File: config.mk
export PLATFORM = sky130hd
export DESIGN_NAME = pixel_frame_writer
export DESIGN_NICKNAME = d
export VERILOG_FILES = /design/src/rtl/frame_pkg.sv /design/src/rtl/pixel_addr_gen.sv /design/src/rtl/pixel_frame_writer.sv
export SDC_FILE = /design/constraint.sdc
export NUM_CORES = 1
export LEC_CHECK = 0
export BUFFER_PORTS_ARGS = -buffer_cell sky130_fd_sc_hd__buf_2
export CAP_MARGIN = 20
export CORE_MARGIN = 2
export CORE_UTILIZATION = 35
export DETAILED_ROUTE_END_ITERATION = 12
export PLACE_DENSITY = 0.62
export SLEW_MARGIN = 20
export SYNTH_ARGS = -nofsm -noshare
export SYNTH_HDL_FRONTEND = slang
export SYNTH_SLANG_ARGS = --single-unit
File: constraint.sdc
create_clock -name clk_in -period 3.6 [get_ports clk_in]
set_input_delay 0.36 -clock clk_in [delete_from_list [all_inputs] [get_ports clk_in]]
set_output_delay 0.36 -clock clk_in [all_outputs]
set_load 0.03 [all_outputs]
File: src/rtl/frame_pkg.sv
// Shared frame-buffer definitions: writer FSM states, pixel packing and the
// default frame geometry also used by the video read side.
package frame_pkg;

  typedef enum logic [1:0] {
    FILL = 2'd0,
    WAIT = 2'd1,
    SWAP = 2'd2
  } frame_state_t;

  localparam int CHAN_W         = 4;
  localparam int PIX_DATA_W     = 3 * CHAN_W;
  localparam int COORD_W        = 11;
  localparam int DEFAULT_WIDTH  = 320;
  localparam int DEFAULT_HEIGHT = 180;

  function automatic logic [PIX_DATA_W-1:0] pack_rgb(
    input logic [CHAN_W-1:0] r,
    input logic [CHAN_W-1:0] g,
    input logic [CHAN_W-1:0] b
  );
    return {r, g, b};
  endfunction

  // Unsigned compare at full width so oversized coordinates never alias.
  function automatic logic in_frame(
    input logic [COORD_W-1:0] x,
    input logic [COORD_W-1:0] y,
    input int                 w,
    input int                 h
  );
    return (32'(x) < 32'(w)) && (32'(y) < 32'(h));
  endfunction

endpackage

File: src/rtl/pixel_addr_gen.sv
// Two-stage pipeline turning (bank, x, y, colour) into a linear BRAM
// write address and packed data word, carrying range and valid flags along.
module pixel_addr_gen
  import frame_pkg::*;
#(
  parameter int WIDTH  = DEFAULT_WIDTH,
  parameter int HEIGHT = DEFAULT_HEIGHT,
  parameter int ADDR_W = 17
) (
  input  logic                  clk_in,
  input  logic                  rst_in,
  input  logic [COORD_W-1:0]    x_in,
  input  logic [COORD_W-1:0]    y_in,
  input  logic                  bank_in,
  input  logic [CHAN_W-1:0]     r_in,
  input  logic [CHAN_W-1:0]     g_in,
  input  logic [CHAN_W-1:0]     b_in,
  input  logic                  valid_in,
  output logic [ADDR_W-1:0]     addr,
  output logic [PIX_DATA_W-1:0] data,
  output logic                  in_range,
  output logic                  valid
);

  localparam logic [31:0] FRAME_PIX = 32'(WIDTH * HEIGHT);
  localparam logic [31:0] WIDTH_U   = 32'(WIDTH);

  logic [31:0]           y_mul_reg, y_mul_next;
  logic [COORD_W-1:0]    x_s1_reg;
  logic [PIX_DATA_W-1:0] data_s1_reg;
  logic                  range_s1_reg, valid_s1_reg, bank_s1_reg;

  logic [ADDR_W-1:0]     addr_reg, addr_next;
  logic [PIX_DATA_W-1:0] data_reg;
  logic                  range_reg, valid_reg;

  // The multiply lands in stage 1 and the bank/column adds in stage 2.
  always_comb begin
    y_mul_next = 32'(y_in) * WIDTH_U;
    addr_next  = ADDR_W'((bank_s1_reg ? FRAME_PIX : 32'd0) + y_mul_reg + 32'(x_s1_reg));
  end

  always_ff @(posedge clk_in) begin
    if (rst_in) begin
      y_mul_reg    <= '0;
      x_s1_reg     <= '0;
      data_s1_reg  <= '0;
      range_s1_reg <= 1'b0;
      valid_s1_reg <= 1'b0;
      bank_s1_reg  <= 1'b0;
    end else begin
      y_mul_reg    <= y_mul_next;
      x_s1_reg     <= x_in;
      data_s1_reg  <= pack_rgb(r_in, g_in, b_in);
      range_s1_reg <= in_frame(x_in, y_in, WIDTH, HEIGHT);
      valid_s1_reg <= valid_in;
      bank_s1_reg  <= bank_in;
    end
  end

  always_ff @(posedge clk_in) begin
    if (rst_in) begin
      addr_reg  <= '0;
      data_reg  <= '0;
      range_reg <= 1'b0;
      valid_reg <= 1'b0;
    end else begin
      addr_reg  <= addr_next;
      data_reg  <= data_s1_reg;
      range_reg <= range_s1_reg;
      valid_reg <= valid_s1_reg;
    end
  end

  assign addr     = addr_reg;
  assign data     = data_reg;
  assign in_range = range_reg;
  assign valid    = valid_reg;

endmodule

File: src/rtl/pixel_frame_writer.sv
// Writes the pixel stream into a double-buffered frame BRAM and swaps
// banks on the first vsync rising edge after a full frame has been written.
module pixel_frame_writer
  import frame_pkg::*;
#(
  parameter int WIDTH  = DEFAULT_WIDTH,
  parameter int HEIGHT = DEFAULT_HEIGHT,
  parameter int ADDR_W = 17
) (
  input  logic                  clk_in,
  input  logic                  rst_in,
  input  logic [COORD_W-1:0]    x_in,
  input  logic [COORD_W-1:0]    y_in,
  input  logic [CHAN_W-1:0]     r_in,
  input  logic [CHAN_W-1:0]     g_in,
  input  logic [CHAN_W-1:0]     b_in,
  input  logic                  valid_in,
  input  logic                  vsync_in,
  output logic [ADDR_W-1:0]     wr_addr,
  output logic [PIX_DATA_W-1:0] wr_data,
  output logic                  wr_en,
  output logic                  rd_bank,
  output logic                  frame_done,
  output logic [15:0]           drop_count
);

  localparam int               FRAME_PIX  = WIDTH * HEIGHT;
  localparam int               CNT_W      = $clog2(FRAME_PIX + 1);
  localparam logic [CNT_W-1:0] FRAME_LAST = CNT_W'(FRAME_PIX - 1);

  frame_state_t     state_reg, state_next;
  logic             wr_bank_reg, wr_bank_next;
  logic [CNT_W-1:0] pix_cnt_reg, pix_cnt_next;
  logic             frame_done_reg, frame_done_next;
  logic [15:0]      drop_count_reg, drop_count_next;
  logic             vsync_prev_reg;

  logic vsync_rise, range_ok, accept, drop, swap_start;
  logic gen_in_range, gen_valid;

  assign vsync_rise = vsync_in && !vsync_prev_reg;
  assign range_ok   = in_frame(x_in, y_in, WIDTH, HEIGHT);
  assign accept     = valid_in && range_ok && (state_reg == FILL);
  assign drop       = valid_in && !accept;
  assign swap_start = (state_reg == WAIT) && vsync_rise;

  always_ff @(posedge clk_in) begin
    if (rst_in) begin
      state_reg <= FILL;
    end else begin
      state_reg <= state_next;
    end
  end

  always_comb begin
    state_next = state_reg;
    case (state_reg)
      FILL:    if (accept && (pix_cnt_reg == FRAME_LAST)) state_next = WAIT;
      WAIT:    if (vsync_rise) state_next = SWAP;
      SWAP:    state_next = FILL;
      default: state_next = FILL;
    endcase
  end

  // Bank toggle and frame_done register together so both appear in the SWAP cycle.
  always_comb begin
    pix_cnt_next    = pix_cnt_reg;
    wr_bank_next    = wr_bank_reg ^ swap_start;
    frame_done_next = swap_start;
    drop_count_next = drop_count_reg;
    if (state_reg == SWAP) begin
      pix_cnt_next = '0;
    end else if (accept) begin
      pix_cnt_next = pix_cnt_reg + CNT_W'(1);
    end
    if (drop && (drop_count_reg != 16'hFFFF)) begin
      drop_count_next = drop_count_reg + 16'd1;
    end
  end

  always_ff @(posedge clk_in) begin
    if (rst_in) begin
      wr_bank_reg    <= 1'b0;
      pix_cnt_reg    <= '0;
      frame_done_reg <= 1'b0;
      drop_count_reg <= '0;
      vsync_prev_reg <= 1'b0;
    end else begin
      wr_bank_reg    <= wr_bank_next;
      pix_cnt_reg    <= pix_cnt_next;
      frame_done_reg <= frame_done_next;
      drop_count_reg <= drop_count_next;
      vsync_prev_reg <= vsync_in;
    end
  end

  // Only pixels arriving in FILL enter the pipe as valid; range gates the write.
  pixel_addr_gen #(
    .WIDTH  (WIDTH),
    .HEIGHT (HEIGHT),
    .ADDR_W (ADDR_W)
  ) u_addr_gen (
    .clk_in   (clk_in),
    .rst_in   (rst_in),
    .x_in     (x_in),
    .y_in     (y_in),
    .bank_in  (wr_bank_reg),
    .r_in     (r_in),
    .g_in     (g_in),
    .b_in     (b_in),
    .valid_in (valid_in && (state_reg == FILL)),
    .addr     (wr_addr),
    .data     (wr_data),
    .in_range (gen_in_range),
    .valid    (gen_valid)
  );

  assign wr_en      = gen_valid && gen_in_range;
  assign rd_bank    = ~wr_bank_reg;
  assign frame_done = frame_done_reg;
  assign drop_count = drop_count_reg;

endmodule

After elaboration in Yosys (flattened, before gate mapping)
Cells that the tools add are included.
{"block": "classes", "n_addsub": 4, "mul": 1, "n_lt_le_gt_ge": 2, "eq_ne": 6, "mux": 4, "bitwise": 2, "reduce_logical": 15}
{"cell": "$add 16x1->16 const B", "count": 2}
{"cell": "$add 16x17->17", "count": 1}
{"cell": "$add 17x11->17", "count": 1}
{"cell": "$eq 16x16->1 const B", "count": 1}
{"cell": "$mux 16", "count": 1}
{"cell": "$ne 16x16->1 const B", "count": 1}
{"cell": "$lt 11x8->1 const B", "count": 1}
{"cell": "$lt 11x9->1 const B", "count": 1}
{"cell": "$mul 11x3->11 const B", "count": 1}
{"cell": "$logic_and 1x1->1", "count": 10}
{"cell": "$mux 2", "count": 2}
{"cell": "$ne 2x2->1 const B", "count": 2}
{"cell": "$pmux 2 s2", "count": 1}
{"cell": "$eq 2x1->1 const B", "count": 1}
{"cell": "$eq 2x2->1 const B", "count": 1}
{"cell": "$logic_not 1->1", "count": 2}
{"cell": "$logic_not 2->1", "count": 1}
{"cell": "$reduce_and 2->1", "count": 1}
{"cell": "$reduce_or 2->1", "count": 1}
{"cell": "$not 1->1", "count": 1}
{"cell": "$xor 1x1->1", "count": 1}
{"block": "totals", "regBits": 105, "inputBits": 38, "output_inout_bits": 48, "word_cells": 50}

Longest topological paths before layout
{"block": "depth", "depth_word": 7, "ltp_mapped": 9, "depth_no_buf": 9}

Hierarchy
Synthesis repeated with hierarchy kept, for this count alone.
{"block": "hier_totals", "hier_cells": 485, "area_unflattened_um2": 4715.8}
{"module": "pixel_addr_gen", "n_inst": 1, "cells_per_inst": 265, "area_per_inst_um2": 2802.7, "seq_area_each_um2": 1361.3}
{"module": "pixel_frame_writer", "n_inst": 1, "cells_per_inst": 220, "area_per_inst_um2": 1913.1, "seq_area_each_um2": 740.7}

Worst setup path after synthesis
OpenSTA, ideal clock, no wires.
{"block": "synth_timing", "kind": "reg-to-reg", "from": "register u_addr_gen.bank_s1_reg", "to": "register u_addr_gen.addr_reg[13], in the netlist u_addr_gen.addr[13]", "setup_time_ns": 0.121, "arrival_ns": 2.269, "t_required_ns": 3.479, "setup_slack_ns": 1.210, "stages_incl_launch_ff": 9, "n_path_buf": 0, "synth_period_minus_slack_ns": 2.390, "cell_sequence": "dfxtp_1 fa_1 inv_1 fa_1 nor2b_1 o21a_1 o21ai_0 a21boi_0 mux2_2"}
{"block": "synth_between", "elab_chain_cells": 3}
{"element": "start: declaration", "line_no": "pixel_addr_gen.sv:31", "rtl": "logic range_s1_reg, valid_s1_reg, bank_s1_reg;"}
{"element": "start signal: assignment", "line_no": "pixel_addr_gen.sv:57", "rtl": "bank_s1_reg <= bank_in;"}
{"element": "$mux 16", "line_no": "pixel_addr_gen.sv:40", "rtl": "addr_next = ADDR_W'((bank_s1_reg ? FRAME_PIX : 32'd0) + y_mul_reg + 32'(x_s1_reg));"}
{"element": "$add 16x17->17", "line_no": "pixel_addr_gen.sv:40"}
{"element": "$add 17x11->17", "line_no": "pixel_addr_gen.sv:40"}
{"element": "end signal: assignment", "line_no": "pixel_addr_gen.sv:68", "rtl": "addr_reg <= addr_next;"}
{"element": "end: declaration", "line_no": "pixel_addr_gen.sv:33", "rtl": "logic [ADDR_W-1:0] addr_reg, addr_next;"}
Every way passes these cells.
A chain may end at the register's enable or synchronous reset.

Final worst setup path
{"block": "layout_timing", "from": "register state_reg[1]", "to": "register drop_count_reg[2], in the netlist drop_count[2]"}
{"block": "layout_between", "elab_chain_cells": 5}
{"element": "start: declaration", "line_no": "pixel_frame_writer.sv:31", "rtl": "frame_state_t state_reg, state_next;"}
{"element": "start signal: assignment", "line_no": "pixel_frame_writer.sv:51", "rtl": "state_reg <= state_next;"}
{"element": "$logic_not 2->1", "line_no": "pixel_frame_writer.sv:43", "rtl": "assign accept = valid_in && range_ok && (state_reg == FILL);"}
{"element": "$logic_and 1x1->1", "line_no": "pixel_frame_writer.sv:43"}
{"element": "$logic_not 1->1", "line_no": "pixel_frame_writer.sv:44", "rtl": "assign drop = valid_in && !accept;"}
{"element": "$logic_and 1x1->1", "line_no": "pixel_frame_writer.sv:44"}
{"element": "$logic_and 1x1->1", "line_no": "pixel_frame_writer.sv:76", "rtl": "if (drop && (drop_count_reg != 16'hFFFF)) begin"}
{"element": "end signal: assignment", "line_no": "pixel_frame_writer.sv:92", "rtl": "drop_count_reg <= drop_count_next;"}
{"element": "end: declaration", "line_no": "pixel_frame_writer.sv:35", "rtl": "logic [15:0] drop_count_reg, drop_count_next;"}
Every way passes these cells.

==> impl_metrics.tcl <==
set metrics [dict create \
    outcome "complete, no violations" \
    rsz0062_at_grt "no" \
    initial_utilization_pct 35.70 \
    initialDrtViolationCount 164 \
    hold_depth 2 \
    path_class "flop to flop" \
    crit_family "simple AND/OR/NAND/NOR gates" \
    diodes 0 \
    path_depth 6 \
    cts_setup_buffers 0 \
    crit_path_top_delay_cell "or4_4" \
    dp_cells 704 \
    syn-cell-area_um2 4487 \
    grt_overflow 0 \
    crit_path_cell_trace "or3b_1 -> or4_4 -> o21ai_1 -> buf_4 -> o311ai_0 -> o41ai_1" \
    post_cts_resized 0 \
    cp.required_ns 3.85 \
    io_buffers 85 \
    syn_to_final_growth_pct 20.16 \
    worst_slew_pin_slew_ns 0.6160 \
    dr.pass1.iters 6 \
    crit_arrival_ns 2.82 \
    ys_ff_latch 105 \
    die-width_um 117.2 \
    hold_viol_final 0 \
    core_area_um2 12570 \
    timing.rr.start "state_reg[1]" \
    syn_area_per_cell_um2 9.754 \
    synth_area_leaders "dfxtp_1 (47%), ha_1 (8.6%), nor2b_1 (8.1%)" \
    wl_um 8930 \
    p_per_area_nw_per_um2 473.1 \
    drv_cap 0 \
    switching_share_pct 24.66 \
    max_freq_mhz 389.2 \
    numCtsBuffers 9 \
    grtUsageTotal_pct 13.42 \
    ys_warn_count 0 \
    die-area_um2 13740 \
    postCtsHoldBufs 0 \
    setup.worst_path.start_class "flop" \
    worstHoldStart "g_in[2]" \
    post_drt_wl_per_cell_um 12.40 \
    syn_nets 532 \
    dp.final_hpwl_um 6507 \
    ys_top_cells_by_count "dfxtp_1 (105), nor2b_1 (58), nor2_1 (38)" \
    netlist-cell-type-count 51 \
    final_cell_area_um2 5391 \
    rows 41 \
    yosysMostFrequentCell "dfxtp_1" \
    syn_inst 460 \
    layout-drive-gt1-share_pct 20.62 \
    worst_slack_ns 1.031 \
    clkTransAtPathRegs_ns 0.07 \
    via_count 3504 \
    placed_area_um2 5077 \
    power_switching_mw 0.6289 \
    fin_hold_ws_ns 0.2237 \
    drv_slew 0 \
    yosys_most_used_dff "dfxtp_1" \
    clock-root-buffer "clkbuf_16" \
    clock_sinks 105 \
    remaining_drc_errors 0 \
    antenna_found_initial 0 \
    async_flop_share_pct 0 \
    period_needed_ns 2.569 \
    yosys.area.top_type "dfxtp_1" \
    cts_buffer_depth 2 \
    pre_cts_slack_ns 0.7957 \
    cp-end-kind "flop" \
    p_leak_nw 2.307 \
    synth_edf_count 0 \
    seqPwrFrac_pct 48.5 \
    tns_ns 0 \
    fin_nets 615 \
    ys_seq_area_share_pct 46.85 \
    grt_max_degree 37 \
    ir_worst_vdd_mv 0.1899 \
    via_per_inst 4.867 \
    final_cells 720 \
    critPathMaxStageDelay_ns 0.61 \
    critPathMaxFanout 14 \
    cts_tree "built" \
    die_y_um 117.2 \
    synth.top_cell.area_share_pct 46.85 \
    grt_pass1_wl_um 14220 \
    slew_headroom_pct 58.55 \
    reg2reg_depth 6 \
    antenna_left 0 \
    ioPinCount 86 \
    place.gp.congestion 0.8257 \
    finalClockSkew_ns 0.007840 \
    insertion_delay_ns 0.35 \
    pwr-share-clk_pct 39.4 \
    cts_max_level 3 \
    min_path_type "primary input to flop" \
    grt_pass1_vias 3089 \
    power_frac_comb_pct 12.1 \
    worstReg2RegEnd "drop_count[2]" \
    reg2reg_setup_slack_ns 1.03 \
    setup_viol 0 \
    internal-power_mw 1.922 \
    fin_crit_sh_pct 71.37 \
    min_to "u_addr_gen.data_s1_reg[6]" \
    path_buf_inv 1 \
    largest_reg_flops 17 \
]
-- final cells by class --
cell class	instances	area, um2
inverter	11	41.29
multi-input combinational	327	2263
timing repair buffer	89	455.4
clock buffer	11	252.7
fill	1235	7177
sequential	105	2102
clock inverter	5	61.31
tap	172	215.2
-- cell families (layout without fill, tap and decap cells) --
group           Yosys count  in the layout  synth area share [%]
simple gates            199            199                 25.13
flops                   105            105                 46.85
compound gates           64             64                 9.063
fa+ha+maj                34             34                 9.983
buf+inv                  28            116                 2.705
xor+xnor                 20             20                 3.904
mux                      10             10                 2.370
-- per-stage QoR --
stage          total power, mW  utilization, %
2_1_floorplan            1.480               -
3_3_place_gp             1.569           40.40
3_5_place_dp             1.572           40.40
4_1_cts                  2.589           42.90
5_1_grt                  2.679           42.90
6_report                 2.551           42.90
-- metal layers --
layer,vias to the layer above,GRT usage (%),routed length (um),share of wire [%]
met3,14,3.708,537,6.0
met1,1624,16.69,4229,47
met4,0,8.314,255,2.9
met2,84,20.61,3908,44
li1,1782,-,-,-
met5,-,0,0,0
-- power groups by stage --
stage	Combinational (mW)	Sequential, mW	Clock [mW]
after floorplan	0.168	1.31	0
after global placement	0.305	1.26	0
after detailed placement	0.308	1.26	0
after CTS	0.311	1.24	1.04
after global routing	0.346	1.24	1.09
final	0.308	1.24	1.01
-- cells in the final DEF, fill, tap and decap left out, types with 9 or more instances in the layout --
master and n:
dfxtp_1 105, ha_1 31, nand3_1 16, nand2_1 17, nor2b_1 58, nor4_1 10
inv_1 11, a21oi_1 19, xnor2_1 17, nor2_1 38, clkbuf_16 9, buf_2 85
o21ai_0 13
-- worst max path at each step --
stage / from / end / slack, ns
final: state_reg[1] / drop_count[2] / 1.03
after global routing: u_addr_gen.bank_s1_reg / u_addr_gen.addr[13] / 0.84
after CTS: u_addr_gen.bank_s1_reg / u_addr_gen.addr[13] / 1.01
after detailed placement: y_in[8] / drop_count[2] / 0.80
after global placement: y_in[8] / drop_count[1] / 0.82
after floorplan: u_addr_gen.bank_s1_reg / u_addr_gen.addr[13] / 1.21
-- worst register-to-register path: cells and delay by family (launching register included) --
| family | cells | cell delay [ns] |
|---|---|---|
| and+or+nand+nor | 2 | 1.06 |
| DFF | 1 | 0.36 |
| buffers and inverters | 1 | 0.29 |
| AOI/OAI and AO/OA | 3 | 0.76 |
Power figures use the tool's default switching activity.
